--- src/rtl/riscv_mem_pkg.sv ---
// Shared types and constants for the processor memory-side arbiters.
package riscv_mem_pkg;

  localparam int unsigned ADDR_W_DEF = 32;
  localparam int unsigned DATA_W_DEF = 32;
  localparam int unsigned CNT_W      = 16;

  // Port identifiers; also used as indices into 2-bit request/grant vectors.
  localparam logic PORT_I = 1'b0;
  localparam logic PORT_D = 1'b1;

  typedef enum logic {
    ARB    = 1'b0,
    LOCK_D = 1'b1
  } arb_state_e;

  // Which port owns the response slot in the cycle after a transfer.
  typedef struct packed {
    logic valid;
    logic port;
    logic we;
  } rsp_sel_t;

endpackage

--- src/rtl/unified_mem_arbiter_rr_grant2.sv ---
// Two-way round-robin grant with an override that restricts the grant to D.
module rr_grant2
  import riscv_mem_pkg::*;
(
  input  logic [1:0] req,
  input  logic       last,
  input  logic       force_d,
  output logic [1:0] gnt
);

  // Grant one requester; on a tie, the port that did not win last time.
  always_comb begin
    gnt = 2'b00;
    if (force_d) begin
      gnt[PORT_D] = req[PORT_D];
    end else if (&req) begin
      if (last == PORT_D) begin
        gnt[PORT_I] = 1'b1;
      end else begin
        gnt[PORT_D] = 1'b1;
      end
    end else begin
      gnt = req;
    end
  end

endmodule

--- src/rtl/unified_mem_arbiter.sv ---
// Shares one single-port synchronous RAM between instruction fetch (I) and
// load/store (D), with round-robin arbitration and a D-side lock.
module unified_mem_arbiter
  import riscv_mem_pkg::*;
#(
  parameter  int unsigned ADDR_W = ADDR_W_DEF,
  parameter  int unsigned DATA_W = DATA_W_DEF,
  localparam int unsigned BE_W   = DATA_W / 8
) (
  input  logic              clk,
  input  logic              reset,
  input  logic              i_req_valid,
  output logic              i_req_ready,
  input  logic [ADDR_W-1:0] i_req_addr,
  output logic              i_rsp_valid,
  output logic [DATA_W-1:0] i_rsp_rdata,
  input  logic              d_req_valid,
  output logic              d_req_ready,
  input  logic [ADDR_W-1:0] d_req_addr,
  input  logic              d_req_we,
  input  logic [BE_W-1:0]   d_req_be,
  input  logic [DATA_W-1:0] d_req_wdata,
  input  logic              d_req_lock,
  output logic              d_rsp_valid,
  output logic [DATA_W-1:0] d_rsp_rdata,
  output logic              mem_en,
  output logic              mem_we,
  output logic [BE_W-1:0]   mem_be,
  output logic [ADDR_W-1:0] mem_addr,
  output logic [DATA_W-1:0] mem_wdata,
  input  logic [DATA_W-1:0] mem_rdata,
  output logic [CNT_W-1:0]  conflict_cnt
);

  arb_state_e       state_q, state_d;
  logic             last_q, last_d;
  rsp_sel_t         rsp_q, rsp_d;
  logic [CNT_W-1:0] cnt_q, cnt_d;
  logic [1:0]       req;
  logic [1:0]       gnt;

  // Requests are masked while reset is high so nothing is granted or strobed.
  assign req = {d_req_valid, i_req_valid} & {2{~reset}};

  rr_grant2 u_rr_grant2 (
    .req     (req),
    .last    (last_q),
    .force_d (state_q == LOCK_D),
    .gnt     (gnt)
  );

  assign i_req_ready = gnt[PORT_I];
  assign d_req_ready = gnt[PORT_D];

  // Steer the granted port onto the RAM; idle fields are driven to zero.
  always_comb begin
    mem_en    = 1'b0;
    mem_we    = 1'b0;
    mem_be    = '0;
    mem_addr  = '0;
    mem_wdata = '0;
    if (gnt[PORT_D]) begin
      mem_en    = 1'b1;
      mem_we    = d_req_we;
      mem_be    = d_req_be;
      mem_addr  = d_req_addr;
      mem_wdata = d_req_wdata;
    end else if (gnt[PORT_I]) begin
      mem_en    = 1'b1;
      mem_be    = '1;
      mem_addr  = i_req_addr;
    end
  end

  // Next-state: lock FSM, round-robin history, response slot, conflict counter.
  always_comb begin
    state_d = state_q;
    last_d  = last_q;
    rsp_d   = '0;
    cnt_d   = cnt_q;
    if (gnt[PORT_D]) begin
      last_d  = PORT_D;
      state_d = d_req_lock ? LOCK_D : ARB;
      rsp_d   = '{valid: 1'b1, port: PORT_D, we: d_req_we};
    end else if (gnt[PORT_I]) begin
      last_d  = PORT_I;
      rsp_d   = '{valid: 1'b1, port: PORT_I, we: 1'b0};
    end
    if (i_req_valid && d_req_valid && (cnt_q != '1)) begin
      cnt_d = cnt_q + CNT_W'(1);
    end
  end

  // State registers; reset drops any pending response and clears the lock.
  always_ff @(posedge clk or posedge reset) begin
    if (reset) begin
      state_q <= ARB;
      last_q  <= PORT_D;
      rsp_q   <= '0;
      cnt_q   <= '0;
    end else begin
      state_q <= state_d;
      last_q  <= last_d;
      rsp_q   <= rsp_d;
      cnt_q   <= cnt_d;
    end
  end

  // Fixed one-cycle response: RAM read data routed to the port that owned the access.
  assign i_rsp_valid  = rsp_q.valid && (rsp_q.port == PORT_I) && !reset;
  assign d_rsp_valid  = rsp_q.valid && (rsp_q.port == PORT_D) && !reset;
  assign i_rsp_rdata  = i_rsp_valid ? mem_rdata : '0;
  assign d_rsp_rdata  = (d_rsp_valid && !rsp_q.we) ? mem_rdata : '0;
  assign conflict_cnt = cnt_q;

endmodule

--- config.mk ---
export PLATFORM = sky130hd
export DESIGN_NAME = unified_mem_arbiter
export DESIGN_NICKNAME = d
export VERILOG_FILES = /design/src/rtl/riscv_mem_pkg.sv /design/src/rtl/unified_mem_arbiter_rr_grant2.sv /design/src/rtl/unified_mem_arbiter.sv
export SDC_FILE = /design/constraint.sdc
export NUM_CORES = 1
export LEC_CHECK = 0
export CAP_MARGIN = 10
export CORE_AREA = 2 2 114 116
export CTS_BUF_LIST = sky130_fd_sc_hd__clkbuf_4
export CTS_CLUSTER_DIAMETER = 200
export DETAILED_ROUTE_END_ITERATION = 6
export DIE_AREA = 0 0 116 118
export PLACE_DENSITY = 0.7
export SYNTH_ARGS = -nofsm -noshare
export SYNTH_HDL_FRONTEND = slang
export SYNTH_SLANG_ARGS = --single-unit
--- constraint.sdc ---
create_clock -name clk -period 3.2 [get_ports clk]
set_input_delay 0.64 -clock clk [delete_from_list [all_inputs] [get_ports clk]]
set_output_delay 0.64 -clock clk [all_outputs]
set_load 0.03 [all_outputs]
==> flow_metrics.tcl, run 1 <==
set metrics [dict create \
    yosysUniqueCellTypes 37 \
    syn-instance-count 242 \
    syn_nets 381 \
    arrival_ps 2400 \
    clkTransAtPathRegs_ps 130 \
    post_cts_buffers 0 \
    setup_slack_ps 158 \
    drc 0 \
    initial_core_util 0.163 \
    grt_start_max_net_pins 68 \
    ctsLongestPathBuffers 2 \
    yosysSeqAreaShare 0.260 \
    required_ps 2560 \
    leakage_nw 2.32 \
    total_power_w 0.00143 \
    cts_buffers 3 \
    fin_tns_setup_ps 0 \
    yosysTopAreaCell "and2_1" \
    grt.overflow.total 0 \
    cts_tree "built" \
    grt_pass1_wl_mm 15.2 \
    io_buffers 291 \
    r2r_cells 4 \
    critical_path_class "in2out" \
    detail_route.iter0.violations 123 \
    rows 41 \
    dp_cells 695 \
    synthesis.area_sq_mm 0.00203 \
    dr_wl_met2_mm 5.43 \
    postSynthAreaPerCell_sq_um 8.38 \
    max_freq_mhz 329 \
    rsz0062_at_grt "no" \
    die_h_um 118 \
    die_w_um 116 \
    grt_pass1_vias 2864 \
    synthFlopType "dfrtp_1" \
    dr.pass1.iters 4 \
    cts.sinks 21 \
    min_path_type "reg2reg" \
    globalplace.congestion 0.898 \
    whs_endpoint "conflict_cnt[7]" \
    wl_met3_mm 1.05 \
    slew_violations 0 \
    irDropWorstVdd_v 0.000204 \
    slew_headroom 0.628 \
    final_net_count 667 \
    coreArea_sq_mm 0.0124 \
    die_area_sq_mm 0.0137 \
    dp_hpwl_mm 9.44 \
    instances_no_fill 700 \
    top_layer_used "met4" \
    final_antenna_net_count 0 \
    clk_root_buffer_cell "clkbuf_4" \
    holdPathStages 1 \
    drt-vias-per-instance 4.21 \
    dp_slack_ps 157 \
    cp-start-kind "primary input" \
    reg2reg_from "conflict_cnt[0]" \
    status "completed" \
    r2r_setup_slack_ps 1400 \
    cts_resized 0 \
    worstSetupEndpointType "output port" \
    synth-async-reset-ratio 1.00 \
    r2r_end "conflict_cnt[12]" \
    met1_length_mm 4.11 \
    track_usage 0.140 \
    io_pins 292 \
    dr_total_vias 2945 \
    mostFrequentLayoutCells "clkdlybuf4s50_1, buf_4, and2_1" \
    min_from "conflict_cnt[7]" \
    cp_max_fo 37 \
    htreeDepth 1 \
    ys_seq_elements 21 \
    cts_hold_buf 0 \
    period_needed_ps 3040 \
    ys_warn_count 0 \
    synthToLayoutAreaGrowth_pct 148 \
    hold_viol 0 \
    power-per-cell-area_mw_per_mm2 283 \
    post-route-period-util 0.951 \
    fin_skew_ps 9.35 \
    cap_violations 0 \
    wl_mm 10.8 \
    synth-edff-count 0 \
    synth.top_cell.area_share 0.302 \
    antenna_found_initial 1 \
    insertion_delay_ps 310 \
    wl_per_cell_um 15.4 \
    tightestPinTransition_ps 553 \
    synth_area_leaders "and2_1, dfrtp_1, a22o_1, xor2_1, nor4_4" \
    final_common_cell "clkdlybuf4s50_1" \
    drive_gt1_frac 0.288 \
    setup_viol 0 \
]
cell usage after synthesis (2+ instances only):
master    number
and2_1        98
a22o_1        33
dfrtp_1       20
clkbuf_1       9
nor2_1         9
buf_2          8
nand2_1        7
xor2_1         7
o21a_1         5
o21ai_0        4
mux2_2         3
nand4_1        3
nor2b_1        3
a21oi_1        2
and3_1         2
inv_1          2
nand3_1        2
nand4_2        2
nor3b_1        2
nor4_1         2
nor4_4         2
nor4b_1        2
metal layers:
metal | vias to the layer above | global-route usage
met3 | 11 | 0.0288
li1 | 1405 | -
met2 | 196 | 0.261
met4 | 0 | 0.0290
met5 | - | 0
met1 | 1333 | 0.161
per-stage QoR:
stage	cell area, sq um	hold WS, ps	util
2_1_floorplan	2030	474	-
3_3_place_gp	5010	498	0.403
3_5_place_dp	5010	508	0.403
4_1_cts	5030	526	0.405
5_1_grt	5040	549	0.406
6_report	5040	522	0.406
logic make-up after synthesis:
group	synth area share
compound gates	0.192
xor+xnor	0.0345
fa+ha+maj	0.00617
buf+inv	0.0401
flops	0.260
mux	0.0222
simple gates	0.445
where the power goes:
part / switching, W / total [W] / internal [W]
Sequential: 0.0000697 / 0.000386 / 0.000316
Clock: 0.0000862 / 0.000133 / 0.0000467
Combinational: 0.000463 / 0.000908 / 0.000446
cell type report:
cell class	count	area (sq um)
fillers	1216	7380
repair buffers	298	2820
multi-input cells	202	1440
flip-flops and latches	21	527
well taps	172	215
clock buffers	3	22.5
inverters	2	7.51
clock inverters	1	5.00
diodes	1	2.50
worst max path at each step:
stage	cells past startpoint	startpoint	endpoint	slack [ps]
2_1_floorplan	5	reset	d_rsp_rdata[10]	160
3_3_place_gp	6	i_req_valid	mem_addr[11]	200
3_5_place_dp	6	i_req_valid	mem_addr[11]	160
4_1_cts	6	i_req_valid	mem_addr[11]	140
5_1_grt	6	i_req_valid	mem_addr[11]	60
6_report	6	i_req_valid	mem_addr[11]	160
sequential cells by signal, summed over array words and instances, names as in the netlist:
register / cells
conflict_cnt: 16
rsp_q: 3
last_q: 1
state_q: 1
critical path: stages:
cell,delay [ps]
clkdlybuf4s50_1,510
nor2b_1,360
and3_1,290
buf_12,210
a22o_1,240
buf_12,140
Note: power is estimated with default switching activity, not from simulation.
==> run 2, diff against run 1 <==
--- a/config.mk
+++ b/config.mk
@@ -6,12 +6,13 @@
 export NUM_CORES = 1
 export LEC_CHECK = 0
 export CAP_MARGIN = 10
-export CORE_AREA = 2 2 114 116
+export CORE_AREA = 2 2 113 115
 export CTS_BUF_LIST = sky130_fd_sc_hd__clkbuf_4
 export CTS_CLUSTER_DIAMETER = 200
 export DETAILED_ROUTE_END_ITERATION = 6
-export DIE_AREA = 0 0 116 118
-export PLACE_DENSITY = 0.7
+export DIE_AREA = 0 0 115 117
+export GPL_ROUTABILITY_DRIVEN = 0
+export PLACE_DENSITY = 0.71
 export SYNTH_ARGS = -nofsm -noshare
 export SYNTH_HDL_FRONTEND = slang
 export SYNTH_SLANG_ARGS = --single-unit
==> constraint.sdc (replaced) <==
create_clock -name clk -period 3.5 [get_ports clk]
set_input_delay 0.7 -clock clk [delete_from_list [all_inputs] [get_ports clk]]
set_output_delay 0.7 -clock clk [all_outputs]
set_load 0.03 [all_outputs]
==> run 2 against run 1 <==
  * Die area down 1.7%
  * Global-route usage up 1.0 points
  * Wire length up 8.7%
  * Non-clock buffer count unchanged
  * Via count down 1.6%
  * Critical endpoint is now i_rsp_rdata[9]
  * First-iteration DRC count up 4.1%
  * Clock power down 8%
==> flow_metrics.tcl, run 2 (synthesized netlist as in run 1, its figures left out) <==
set metrics [dict create \
    dr_total_vias 2899 \
    final_antenna_net_count 0 \
    wl_per_cell_um 17.2 \
    crit_family "buffers and inverters" \
    hold_viol 0 \
    cts_tree "built" \
    dr.pass1.iters 4 \
    fin_skew_ps 14.8 \
    cp_max_fo 33 \
    coreArea_sq_mm 0.0123 \
    path_buf_inv 3 \
    final_net_count 667 \
    die_area_sq_mm 0.0135 \
    slowest_delay_ps 670 \
    total_power_w 0.00132 \
    fin_tns_setup_ps 0 \
    clkTransAtPathRegs_ps 120 \
    drt-vias-per-instance 4.26 \
    mostFrequentLayoutCells "clkdlybuf4s50_1, buf_4, and2_1" \
    track_usage 0.150 \
    worstSetupEndpointType "output port" \
    period_needed_ps 3260 \
    rows 41 \
    crit_chain "clkdlybuf4s50_1 > nor3b_2 > buf_4 > and2_1 > clkdlybuf4s50_1" \
    post-route-period-util 0.932 \
    drc 0 \
    io_buffers 291 \
    grt_pass1_vias 2626 \
    cts_buffers 3 \
    htreeDepth 1 \
    largest_reg_flops 16 \
    power-per-cell-area_mw_per_mm2 258 \
    antenna_found_initial 5 \
    dp_hpwl_mm 10.3 \
    slowest_stage "clkdlybuf4s50_1" \
    synthToLayoutAreaGrowth_pct 153 \
    grt_start_max_net_pins 46 \
    initial_core_util 0.165 \
    wl_mm 11.7 \
    irDropWorstVdd_v 0.000197 \
    cts_hold_buf 0 \
    status "completed" \
    leakage_nw 2.31 \
    cts.sinks 21 \
    setup_viol 0 \
    tightestPinTransition_ps 563 \
    post_cts_buffers 0 \
    max_freq_mhz 306 \
    clk_root_buffer_cell "clkbuf_4" \
    min_path_type "reg2reg" \
    required_ps 2800 \
    die_h_um 117 \
    cap_violations 0 \
    detail_route.iter0.violations 128 \
    die_w_um 115 \
    grt.overflow.total 0 \
    final_util 0.416 \
    crit_path_frequent_cell "clkdlybuf4s50_1" \
    slew_violations 0 \
    slew_headroom 0.621 \
    critical_path_class "in2out" \
    insertion_delay_ps 300 \
    rsz0062_at_grt "no" \
    ctsLongestPathBuffers 2 \
    cts_resized 0 \
    drive_gt1_frac 0.266 \
    arrival_ps 2560 \
    final_common_cell "clkdlybuf4s50_1" \
    cp-start-kind "primary input" \
    grt_pass1_wl_mm 15.2 \
    io_pins 292 \
]
run 2: cell types whose count changed in the layout (fill, tap and decap cells not counted):
cell	change
clkinv_2	-1
buf_12	+6
clkbuf_4	+1
diode_2	+3
clkdlybuf4s50_1	+12
buf_4	-18
run 2: area by class of cell:
class	count	area, sq um
Clock buffer	4	30.0
Antenna cell	4	10.0
Fill cell	1219	7190
Multi-Input combinational cell	202	1440
Tap cell	150	188
Inverter	2	7.51
Timing Repair Buffer	298	2930
Sequential cell	21	527
run 2: metal layers:
| metal | part of all wire | GRT usage | vias up |
|---|---|---|---|
| met1 | 0.42 | 0.197 | 1303 |
| met2 | 0.46 | 0.241 | 173 |
| met3 | 0.11 | 0.0587 | 6 |
| met5 | 0.0011 | 0 | - |
| met4 | 0.0039 | 0.0193 | 2 |
| li1 | - | - | 1415 |
run 2: worst reg2reg max path, cell delays in order, from the launching register on:
cell     delay, ps
dfrtp_1        430
ha_1           210
nand4_1        200
or3_1          380
nor2_1         110
mux2_2         330
run 2: per-stage QoR:
stage | cells | hold slack [ps] | area, sq um | setup WS [ps]
floorplan | 242 | 474 | 2030 | 342
global placement | 673 | 496 | 5080 | 241
detailed placement | 673 | 529 | 5080 | 228
CTS | 677 | 547 | 5110 | 228
global route | 677 | 573 | 5110 | 122
finish | 681 | 539 | 5120 | 237
run 2: power breakdown:
| part | leakage (nW) | total, W | switching [W] | internal, W |
|---|---|---|---|---|
| combinational | 2.02 | 0.000842 | 0.000425 | 0.000417 |
| clock | 0.0184 | 0.000123 | 0.0000712 | 0.0000522 |
| sequential | 0.274 | 0.000354 | 0.0000649 | 0.000289 |
run 2: path summary, 6_finish.rpt:
kind                            startpoint          endpoint  slack (ps)  depth (start not counted)
max                                  reset    i_rsp_rdata[9]         240                          5
min                        conflict_cnt[7]   conflict_cnt[7]         540                          1
max reg2reg                conflict_cnt[0]  conflict_cnt[10]        1750                          5
min reg2reg                conflict_cnt[7]   conflict_cnt[7]         540                          1
max in group asynchronous            reset   conflict_cnt[0]        2270                          3
min in group asynchronous            reset          rsp_q[0]         730                          2
